===== config.mk =====
export PLATFORM = sky130hd
export DESIGN_NAME = writeback_queue
export DESIGN_NICKNAME = d
export VERILOG_FILES = /design/src/rtl/aap_defs.sv /design/src/rtl/wb_fifo_2w2r.sv /design/src/rtl/writeback_queue.sv
export SDC_FILE = /design/constraint.sdc
export NUM_CORES = 1
export LEC_CHECK = 0
export BUFFER_PORTS_ARGS = -buffer_cell sky130_fd_sc_hd__buf_2
export CORE_MARGIN = 2
export CORE_UTILIZATION = 50
export CTS_BUF_LIST = sky130_fd_sc_hd__clkbuf_4 sky130_fd_sc_hd__clkbuf_8
export CTS_CLUSTER_DIAMETER = 200
export DETAILED_ROUTE_END_ITERATION = 8
export PLACE_DENSITY_LB_ADDON = 0.15
export REMOVE_ABC_BUFFERS = 1
export SLEW_MARGIN = 20
export SYNTH_ARGS = -nofsm -noshare
export SYNTH_HDL_FRONTEND = slang
export SYNTH_HIERARCHICAL = 1
export SYNTH_SLANG_ARGS = --single-unit

===== constraint.sdc =====
create_clock -name clock -period 5.1 [get_ports clock]
set_input_delay 1.275 -clock clock [delete_from_list [all_inputs] [get_ports clock]]
set_output_delay 1.275 -clock clock [all_outputs]
set_load 0.02 [all_outputs]

===== src/rtl/aap_defs.sv =====
// rtl/aap_defs.sv - shared writeback widths and queue entry layout
package aap_defs;
    localparam int AAP_DATA_W = 8;
    localparam int AAP_ADDR_W = 2;
    localparam int AAP_NREGS  = 1 << AAP_ADDR_W;
    localparam int AAP_DEPTH  = 4;

    typedef struct packed {
        logic                  valid;
        logic [AAP_ADDR_W-1:0] addr;
        logic [AAP_DATA_W-1:0] data;
    } wb_entry_t;
endpackage


===== src/rtl/wb_fifo_2w2r.sv =====
// rtl/wb_fifo_2w2r.sv - two-push/two-pop circular buffer with occupancy count
module wb_fifo_2w2r #(
    parameter int WIDTH = 11,
    parameter int DEPTH = 4,
    localparam int PW = $clog2(DEPTH),
    localparam int CW = PW + 1
) (
    input  logic                   clock,
    input  logic                   reset_n,
    input  logic [1:0]             push_n,
    input  logic [WIDTH-1:0]       push_data0,
    input  logic [WIDTH-1:0]       push_data1,
    input  logic [1:0]             pop_n,
    output logic [WIDTH-1:0]       head_data0,
    output logic [WIDTH-1:0]       head_data1,
    output logic [CW-1:0]          count,
    output logic [DEPTH-1:0]       entry_valid,
    output logic [DEPTH*WIDTH-1:0] entry_data
);
    logic [WIDTH-1:0] mem [DEPTH];
    logic [PW-1:0]    head, tail, head_p1, tail_p1;
    logic [DEPTH-1:0] valid_q, valid_d;

    assign head_p1 = head + PW'(1);
    assign tail_p1 = tail + PW'(1);

    // Popped and pushed slots never coincide: the caller only pushes into free slots.
    always_comb begin
        valid_d = valid_q;
        if (pop_n != 2'd0)  valid_d[head]    = 1'b0;
        if (pop_n == 2'd2)  valid_d[head_p1] = 1'b0;
        if (push_n != 2'd0) valid_d[tail]    = 1'b1;
        if (push_n == 2'd2) valid_d[tail_p1] = 1'b1;
    end

    always_ff @(posedge clock or negedge reset_n) begin
        if (!reset_n) begin
            head    <= '0;
            tail    <= '0;
            count   <= '0;
            valid_q <= '0;
        end else begin
            head    <= head + PW'(pop_n);
            tail    <= tail + PW'(push_n);
            count   <= count + CW'(push_n) - CW'(pop_n);
            valid_q <= valid_d;
        end
    end

    always_ff @(posedge clock) begin
        if (push_n != 2'd0) mem[tail]    <= push_data0;
        if (push_n == 2'd2) mem[tail_p1] <= push_data1;
    end

    assign head_data0  = mem[head];
    assign head_data1  = mem[head_p1];
    assign entry_valid = valid_q;

    for (genvar i = 0; i < DEPTH; i++) begin : g_flat
        assign entry_data[i*WIDTH +: WIDTH] = mem[i];
    end
endmodule


===== src/rtl/writeback_queue.sv =====
// rtl/writeback_queue.sv - in-order writeback queue feeding the register file write ports
module writeback_queue
    import aap_defs::*;
#(
    parameter int DATA_W = AAP_DATA_W,
    parameter int ADDR_W = AAP_ADDR_W,
    parameter int DEPTH  = AAP_DEPTH
) (
    input  logic                     clock,
    input  logic                     reset_n,
    input  logic                     a_valid,
    input  logic [ADDR_W-1:0]        a_addr,
    input  logic [DATA_W-1:0]        a_data,
    input  logic                     b_valid,
    input  logic [ADDR_W-1:0]        b_addr,
    input  logic [DATA_W-1:0]        b_data,
    output logic                     in_ready,
    input  logic                     wb_hold,
    output logic [ADDR_W-1:0]        wr1,
    output logic [DATA_W-1:0]        wr1_data,
    output logic                     wr1_enable,
    output logic [ADDR_W-1:0]        wr2,
    output logic [DATA_W-1:0]        wr2_data,
    output logic                     wr2_enable,
    output logic [(1<<ADDR_W)-1:0]   pend_mask,
    output logic                     empty
);
    localparam int CW = $clog2(DEPTH) + 1;
    localparam int EW = 1 + ADDR_W + DATA_W;

    typedef struct packed {
        logic              valid;
        logic [ADDR_W-1:0] addr;
        logic [DATA_W-1:0] data;
    } entry_t;

    entry_t               a_ent, b_ent, push0, h0, h1;
    logic [1:0]           push_n, pop_n;
    logic [CW-1:0]        count;
    logic [DEPTH-1:0]     entry_valid;
    logic [DEPTH*EW-1:0]  entry_data;

    assign a_ent = '{valid: 1'b1, addr: a_addr, data: a_data};
    assign b_ent = '{valid: 1'b1, addr: b_addr, data: b_data};

    // Two free slots are always demanded, so a full pair can never overflow.
    assign in_ready = (count <= CW'(DEPTH - 2));
    assign push_n   = in_ready ? ({1'b0, a_valid} + {1'b0, b_valid}) : 2'd0;
    assign push0    = a_valid ? a_ent : b_ent;

    assign wr1_enable = !wb_hold && (count != '0) && h0.valid;
    assign wr2_enable = !wb_hold && (count >= CW'(2)) && h1.valid;
    assign pop_n      = {1'b0, wr1_enable} + {1'b0, wr2_enable};

    assign wr1      = wr1_enable ? h0.addr : '0;
    assign wr1_data = wr1_enable ? h0.data : '0;
    assign wr2      = wr2_enable ? h1.addr : '0;
    assign wr2_data = wr2_enable ? h1.data : '0;
    assign empty    = (count == '0);

    wb_fifo_2w2r #(.WIDTH(EW), .DEPTH(DEPTH)) u_fifo (
        .clock       (clock),
        .reset_n     (reset_n),
        .push_n      (push_n),
        .push_data0  (push0),
        .push_data1  (b_ent),
        .pop_n       (pop_n),
        .head_data0  (h0),
        .head_data1  (h1),
        .count       (count),
        .entry_valid (entry_valid),
        .entry_data  (entry_data)
    );

    always_comb begin
        entry_t e;
        pend_mask = '0;
        for (int i = 0; i < DEPTH; i++) begin
            e = entry_data[i*EW +: EW];
            if (entry_valid[i] && e.valid) pend_mask[e.addr] = 1'b1;
        end
    end
endmodule


==> Implementation_results.wiki, run 1 <==
{| class="wikitable"
! Metric !! Value
|-
| Router iterations before antenna repair || 4
|-
| Switching share of power || 39.99%
|-
| Static power due to leakage || 1.580 nW
|-
| Pins over their slew limit || 0
|-
| Max-Cap Viols || 0
|-
| Antenna viol nets, final || 0
|-
| Final nets || 341
|-
| Category of the worst setup path capture point || output pin
|-
| Total of hold buffers inserted after clock tree synthesis || 0
|-
| Wire length per cell after detailed routing || 19.48 um
|-
| Initial DRC count || 126
|-
| Area growth from synthesis to layout || 13.73%
|-
| Core Footprint || 7137 sq um
|-
| Required @ worst endpoint || 3.83 ns
|-
| Initial antenna violation count || 0
|-
| Clock network power share || 11.1%
|-
| Post-synthesis cell count || 243
|-
| Gp weighted congestion || 0.8331
|-
| Share of power burned in registers || 33.9%
|-
| Transition at the pin with the smallest max-transition slack || 0.9755 ns
|-
| Proportion of layout cells with a drive suffix above 1 || 45.25%
|-
| Total routed wirelength || 7868 um
|-
| Final period demand of the worst path || 3.941 ns
|-
| Synthesized-area fraction occupied by ao, oa, aoi and oai cells || 2.075%
|-
| Die Height || 89.06 um
|-
| Endpoint of the most critical setup path || wr2_enable
|-
| PD cells || 532.4 nW/um^2
|-
| Post-synthesis sequential area ratio || 44.14%
|-
| Filler instances || 630
|-
| Clock Pin Slew Worst Setup and Hold Paths || 0.10 ns
|-
| Cell at the root of the clock tree || sky130_fd_sc_hd__clkbuf_8
|-
| Most common cell after layout, fill and taps aside || sky130_fd_sc_hd__buf_2
|-
| Antenna fix cells || 0
|-
| Number of library cell types mapped by synthesis || 35
|-
| Skew-Pair Late Insertion Delay || 0.31 ns
|-
| Category of the most critical setup path || reg2out
|-
| Worst slew margin relative to its limit || 34.73%
|-
| Cell row count || 31
|-
| Accumulated negative setup slack || 0 ns
|-
| Number of gates resized after CTS || 0
|-
| All-layer global routing usage || 21.01%
|-
| Buffers added on ports || 52
|-
| Worst-case reg-to-reg path depth || 12
|-
| Total net switching power || 0.0008760 W
|-
| Worst r2r src || u_fifo/head[1]$_DFF_PN0_
|-
| Clock sinks || 55
|-
| Finished Core Util || 57.64%
|-
| Number of H-tree levels || 2
|-
| Flop and latch count out of synthesis || 55
|-
| Initial core utilization || 50.68%
|-
| Total non-filler cell area in the finished layout || 4114 sq um
|-
| Drt drc || 0
|-
| HP Class || reg2reg
|-
| Pin count of the biggest net entering global routing || 26
|-
| Beginning of the critical path || u_fifo/head[1]$_DFF_PN0_
|-
| Post-placement setup slack || 1.358 ns
|-
| Count of pins on the block boundary || 53
|-
| Largest buffer count on any clock path || 2
|-
| Worst reg2reg path endpoint || u_fifo/count[2]$_DFF_PN0_
|-
| Yosys warns || 6
|-
| Max VDD drop || 283.8 uV
|-
| Setup WS post-layout || 1.159 ns
|-
| Largest fanout on the critical path || 15
|-
| Crit start category || flop
|-
| Die X || 89.06 um
|-
| Register-to-register setup slack || 1.32 ns
|-
| Run status || finished clean
|-
| First-pass GRT wire length || 12000 um
|-
| Vias/cell || 5.693
|-
| Post-Synthesis Mean Instance Area || 14.89 sq um
|-
| Placed Instance Area || 4026 sq um
|-
| Clock skew after layout || 0.004785 ns
|-
| GR Overflow Total || 0
|-
| Max Freq || 253.7 MHz
|-
| Internal power component || 0.001314 W
|-
| Basic-gate share of the synthesized area counting and, or, nand and nor cells || 12.73%
|-
| Post-synthesis adder-cell area fraction || 4.566%
|-
| Post-CTS setup buffers || 0
|-
| Final setup violation count || 0
|-
| Multiplexer share of the synthesized area || 31.82%
|-
| TritonCTS clock tree || built
|-
| Share of the clock period used by the worst path after layout || 77.28%
|-
| Dominant combinational cell family by area after synthesis || multiplexers
|-
| Via count of the first global-routing pass || 2220
|-
| Number of clock buffers inserted by TritonCTS || 5
|-
| Final hold violations || 0
|-
| RSZ-0062 raised after global routing || false
|-
| Post-synthesis xor/xnor area fraction || 1.453%
|-
| Commonest non-fill, non-tap cells in the layout || sky130_fd_sc_hd__buf_2, sky130_fd_sc_hd__edfxtp_1, sky130_fd_sc_hd__mux2_2
|-
| DIE AREA || 7931 sq um
|-
| Fraction of power consumed by combinational cells || 55.0%
|-
| Via count of the routed design || 2300
|-
| Worst Path Arrival || 2.67 ns
|-
| Summed instance area of the synthesized netlist || 3617 sq um
|-
| Post-DP HPWL || 5551 um
|}
[sequential cells by signal, summed over array words and instances, names as in the netlist]
register and cells:
u_fifo/mem 44, u_fifo/entry_valid 4, u_fifo/count 3, u_fifo/head 2
u_fifo/tail 2
[cell families (layout without fill, tap and decap cells)]
family	Yosys count	in the layout
AOI/OAI and AO/OA	11	11
muxes	77	77
buffers and inverters	21	76
adders and majority gates	12	12
and+or+nand+nor	60	60
xor gates and xnor gates	6	6
DFF	55	55
other	1	8
[synthesized netlist by cell type]
cell | instances | share of area [%]
sky130_fd_sc_hd__edfxtp_1 | 44 | 37
sky130_fd_sc_hd__o21bai_1 | 1 | 0.21
sky130_fd_sc_hd__and2_1 | 2 | 0.35
sky130_fd_sc_hd__mux2_2 | 33 | 10
sky130_fd_sc_hd__nand4_1 | 7 | 1.2
sky130_fd_sc_hd__buf_6 | 1 | 0.31
sky130_fd_sc_hd__o31ai_1 | 1 | 0.21
sky130_fd_sc_hd__dfrtp_1 | 11 | 7.6
sky130_fd_sc_hd__nand2b_1 | 3 | 0.52
sky130_fd_sc_hd__conb_1 | 1 | 0.10
sky130_fd_sc_hd__mux2_1 | 11 | 3.4
sky130_fd_sc_hd__xnor2_1 | 5 | 1.2
sky130_fd_sc_hd__and4bb_1 | 3 | 1.0
sky130_fd_sc_hd__nor4bb_1 | 2 | 0.55
sky130_fd_sc_hd__mux2i_1 | 1 | 0.28
sky130_fd_sc_hd__buf_2 | 6 | 0.83
sky130_fd_sc_hd__fa_1 | 2 | 1.1
sky130_fd_sc_hd__o22ai_1 | 4 | 0.69
sky130_fd_sc_hd__xor2_1 | 1 | 0.24
sky130_fd_sc_hd__nor2b_1 | 5 | 0.86
sky130_fd_sc_hd__a21oi_1 | 1 | 0.14
sky130_fd_sc_hd__or4_1 | 1 | 0.21
sky130_fd_sc_hd__clkbuf_1 | 3 | 0.31
sky130_fd_sc_hd__nor3b_1 | 20 | 4.2
sky130_fd_sc_hd__inv_1 | 6 | 0.62
sky130_fd_sc_hd__mux2_4 | 10 | 4.2
sky130_fd_sc_hd__nor2_1 | 5 | 0.52
sky130_fd_sc_hd__mux4_2 | 22 | 14
sky130_fd_sc_hd__a21o_1 | 4 | 0.83
sky130_fd_sc_hd__buf_4 | 5 | 1.0
sky130_fd_sc_hd__nand4b_1 | 9 | 2.2
sky130_fd_sc_hd__nor3b_2 | 1 | 0.35
sky130_fd_sc_hd__nor4b_4 | 1 | 0.66
sky130_fd_sc_hd__ha_1 | 10 | 3.5
sky130_fd_sc_hd__nor3_1 | 1 | 0.14
[power groups by stage]
stage          sequential, W  combinational, W  clock [W]
3_3_place_gp        0.000744           0.00119          0
3_5_place_dp        0.000753           0.00121          0
5_1_grt             0.000758           0.00131   0.000263
2_1_floorplan       0.000764          0.000848          0
4_1_cts             0.000742           0.00122   0.000252
6_report            0.000743           0.00120   0.000243
[through the flow]
stage	instances	power [W]	hold slack, ns
final	404	0.002190	0.5820
after global routing	404	0.002333	0.6071
after CTS	404	0.002211	0.5793
after detailed placement	396	0.001965	0.5572
after global placement	396	0.001932	0.5473
after floorplan	235	0.001612	0.5077
[worst min-delay path by stage]
stage / from / slack, ns / endpoint / cells past startpoint
final: u_fifo/entry_valid[1]$_DFF_PN0_ / 0.58 / u_fifo/entry_valid[1]$_DFF_PN0_ / 1
after global routing: u_fifo/entry_valid[1]$_DFF_PN0_ / 0.61 / u_fifo/entry_valid[1]$_DFF_PN0_ / 1
after CTS: u_fifo/entry_valid[1]$_DFF_PN0_ / 0.58 / u_fifo/entry_valid[1]$_DFF_PN0_ / 1
after detailed placement: u_fifo/entry_valid[1]$_DFF_PN0_ / 0.56 / u_fifo/entry_valid[1]$_DFF_PN0_ / 1
after global placement: u_fifo/entry_valid[1]$_DFF_PN0_ / 0.55 / u_fifo/entry_valid[1]$_DFF_PN0_ / 1
after floorplan: u_fifo/entry_valid[1]$_DFF_PN0_ / 0.51 / u_fifo/entry_valid[1]$_DFF_PN0_ / 1
[area by class of cell]
| type | count | area, sq um | share of cell area [%] |
|---|---|---|---|
| repair buffers | 62 | 335.3 | 8.151 |
| clock inverters | 3 | 18.77 | 0.4562 |
| inverters | 6 | 22.52 | 0.5474 |
| clock buffers | 5 | 68.82 | 1.673 |
| well taps | 99 | 123.9 | 3.011 |
| flip-flops and latches | 55 | 1597 | 38.81 |
| multi-input cells | 174 | 1948 | 47.35 |
[worst max-delay path, cell delays in order (launching register included)]
cell	delay, ns
sky130_fd_sc_hd__dfrtp_1	0.34
sky130_fd_sc_hd__buf_4	0.26
sky130_fd_sc_hd__inv_1	0.11
sky130_fd_sc_hd__ha_1	0.35
sky130_fd_sc_hd__mux4_2	0.50
sky130_fd_sc_hd__nand2b_1	0.43
sky130_fd_sc_hd__nor2_1	0.15
sky130_fd_sc_hd__buf_2	0.22
[metal layers]
layer	track usage, %	wire, um
met4	5.156	78
met3	2.770	196
met1	28.74	3597
met2	35.96	3995
met5	0	0
(Power assumes the default switching activity.)
==> inputs of run 2 (changes only) <==
==> constraint.sdc (replaced) <==
create_clock -name clock -period 3.9 [get_ports clock]
set_input_delay 0.975 -clock clock [delete_from_list [all_inputs] [get_ports clock]]
set_output_delay 0.975 -clock clock [all_outputs]
set_load 0.02 [all_outputs]
==> Implementation_results.wiki, run 2 (synthesis results as in run 1) <==
{| class="wikitable"
! Metric !! Value
|-
| Area of combinational cells with multiple inputs || 1939 sq um (-0.45%)
|-
| Largest fanout on the critical path || 10 (-5)
|-
| Router iterations before antenna repair || 4 (unchanged)
|-
| Clock sinks || 55 (unchanged)
|-
| Via count of the routed design || 2385 (+3.7%)
|-
| Die X || 89.06 um (unchanged)
|-
| Pins over their slew limit || 0 (unchanged)
|-
| Wire length per cell after detailed routing || 19.95 um (+2.4%)
|-
| Clock skew after layout || 0.01302 ns (+0.008232 ns)
|-
| Worst-case hold slack || 0.5260 ns (-0.05592 ns)
|-
| Category of the most critical setup path || reg2out
|-
| Buffers added on ports || 52 (unchanged)
|-
| Transition at the pin with the smallest max-transition slack || 0.7895 ns (-0.1860 ns)
|-
| Fraction of power consumed by combinational cells || 56.1% (+1.1 points)
|-
| Required @ worst endpoint || 2.92 ns (-0.91 ns)
|-
| Post-DP HPWL || 5842 um (+5.2%)
|-
| Initial antenna violation count || 0 (unchanged)
|-
| Cell at the root of the clock tree || sky130_fd_sc_hd__clkbuf_8
|-
| Vias/cell || 5.817 (+2.2%)
|-
| GR Overflow Total || 0 (unchanged)
|-
| Gp weighted congestion || 0.8411 (+0.96%)
|-
| Max VDD drop || 392.8 uV (+38%)
|-
| Final period demand of the worst path || 3.181 ns
|-
| Placed Instance Area || 4070 sq um (+1.1%)
|-
| First-pass GRT wire length || 12520 um (+4.4%)
|-
| Number of gates resized after CTS || 0 (unchanged)
|-
| Share of power burned in registers || 33.3% (-0.6 points)
|-
| All-layer global routing usage || 21.89% (+0.88 points)
|-
| Total non-filler cell area in the finished layout || 4153 sq um (+0.94%)
|-
| Core Footprint || 7137 sq um (unchanged)
|-
| Area growth from synthesis to layout || 14.80%
|-
| Initial DRC count || 155 (+23%)
|-
| TritonCTS clock tree || built
|-
| Reg with most FFs || u_fifo/mem
|-
| Proportion of layout cells with a drive suffix above 1 || 46.30% (+1.1 points)
|-
| Initial core utilization || 50.68% (unchanged)
|-
| Skew-Pair Late Insertion Delay || 0.31 ns (about the same)
|-
| Most common cell after layout, fill and taps aside || sky130_fd_sc_hd__buf_2
|-
| Die Height || 89.06 um (unchanged)
|-
| Cell row count || 31 (unchanged)
|-
| Largest buffer count on any clock path || 2 (unchanged)
|-
| Static power due to leakage || 1.611 nW (+1.9%)
|-
| Commonest non-fill, non-tap cells in the layout || sky130_fd_sc_hd__buf_2, sky130_fd_sc_hd__edfxtp_1, sky130_fd_sc_hd__mux2_2
|-
| Pin count of the biggest net entering global routing || 26 (unchanged)
|-
| Final setup violation count || 0 (unchanged)
|-
| Total of hold buffers inserted after clock tree synthesis || 0 (unchanged)
|-
| Filler instances || 627 (-0.48%)
|-
| Max reg flops || 44 (unchanged)
|-
| Finished Core Util || 58.19% (+0.54 points)
|-
| DIE AREA || 7931 sq um (unchanged)
|-
| Antenna fix cells || 0 (unchanged)
|-
| PD cells || 700.5 nW/um^2 (+32%)
|-
| Count of pins on the block boundary || 53 (unchanged)
|-
| Setup WS post-layout || 0.7194 ns (-0.4392 ns)
|-
| Clock network power share || 10.6% (-0.5 points)
|-
| RSZ-0062 raised after global routing || false
|-
| Antenna viol nets, final || 0 (unchanged)
|-
| Worst Path Arrival || 2.21 ns (-0.46 ns)
|-
| Post-placement setup slack || 0.6832 ns (-0.6747 ns)
|-
| Final nets || 348 (+2.1%)
|-
| Share of the clock period used by the worst path after layout || 81.55%
|-
| HP Class || in2async
|-
| Total area of sequential cells || 1597 sq um (unchanged)
|-
| Number of H-tree levels || 2 (unchanged)
|-
| Run status || finished clean
|-
| Final hold violations || 0 (unchanged)
|-
| Internal power component || 0.001746 W (+33%)
|-
| Post-CTS setup buffers || 0 (unchanged)
|-
| Max-Cap Viols || 0 (unchanged)
|-
| Clock Pin Slew Worst Setup and Hold Paths || 0.10 ns (about the same)
|-
| Total net switching power || 0.001163 W (+33%)
|-
| Switching share of power || 39.97% (about the same)
|-
| Total routed wirelength || 8179 um (+4.0%)
|-
| Via count of the first global-routing pass || 2264 (+2.0%)
|-
| Number of clock buffers inserted by TritonCTS || 5 (unchanged)
|-
| Crit start category || flop
|-
| Category of the worst setup path capture point || output pin
|-
| Worst slew margin relative to its limit || 47.26% (+13 points)
|-
| Max Freq || 314.4 MHz
|-
| Drt drc || 0 (unchanged)
|}
-- run 2: path summary, 6_finish.rpt --
kind	slack, ns	to	start	depth (start not counted)
max	0.72	wr2_data[1]	u_fifo/head[0]$_DFF_PN0_	7
min	0.53	u_fifo/entry_valid[1]$_DFF_PN0_	reset_n	1
max reg2reg	0.81	u_fifo/count[2]$_DFF_PN0_	u_fifo/head[0]$_DFF_PN0_	10
min reg2reg	0.58	u_fifo/entry_valid[2]$_DFF_PN0_	u_fifo/entry_valid[2]$_DFF_PN0_	1
max in group asynchronous	3.16	u_fifo/entry_valid[2]$_DFF_PN0_	reset_n	1
min in group clock	0.58	u_fifo/entry_valid[2]$_DFF_PN0_	u_fifo/entry_valid[2]$_DFF_PN0_	1
-- run 2: area by class of cell --
cell class | instances | area share, %
Multi-Input combinational cell | 174 | 46.70
Sequential cell | 55 | 38.45
Timing Repair Buffer | 69 | 9.340
Tap cell | 99 | 2.983
Clock buffer | 5 | 1.657
Inverter | 6 | 0.5423
Clock inverter | 2 | 0.3314
-- run 2: worst max-delay path, stage by stage (launching register included) --
cell                       delay [ns]
sky130_fd_sc_hd__dfrtp_1         0.36
sky130_fd_sc_hd__inv_1           0.06
sky130_fd_sc_hd__ha_1            0.34
sky130_fd_sc_hd__mux4_2          0.34
sky130_fd_sc_hd__nand2b_1        0.09
sky130_fd_sc_hd__buf_4           0.21
sky130_fd_sc_hd__nor3b_1         0.27
sky130_fd_sc_hd__buf_2           0.22
-- run 2: routing by layer --
metal  global-route usage, %  routed length [um]
met1                   30.70                3586
met2                   36.23                4109
met3                   3.139                 387
met4                   5.699                  95
met5                       0                   0
-- run 2: through the flow --
| stage | cells | TNS [ns] | power (W) |
|---|---|---|---|
| 6_report | 410 | 0 | 0.002909 |
| 5_1_grt | 410 | 0 | 0.003118 |
| 4_1_cts | 410 | 0 | 0.002930 |
| 3_5_place_dp | 403 | 0 | 0.002623 |
| 3_3_place_gp | 403 | 0 | 0.002586 |
| 2_1_floorplan | 235 | -0.6597 | 0.002108 |
-- run 2: power groups by stage --
| stage | registers (W) | logic [W] | clock network (W) |
|---|---|---|---|
| after global routing | 0.000991 | 0.00179 | 0.000333 |
| final | 0.000968 | 0.00163 | 0.000308 |
| after CTS | 0.000965 | 0.00165 | 0.000312 |
| after detailed placement | 0.000979 | 0.00164 | 0 |
| after floorplan | 0.000999 | 0.00111 | 0 |
| after global placement | 0.000972 | 0.00161 | 0 |
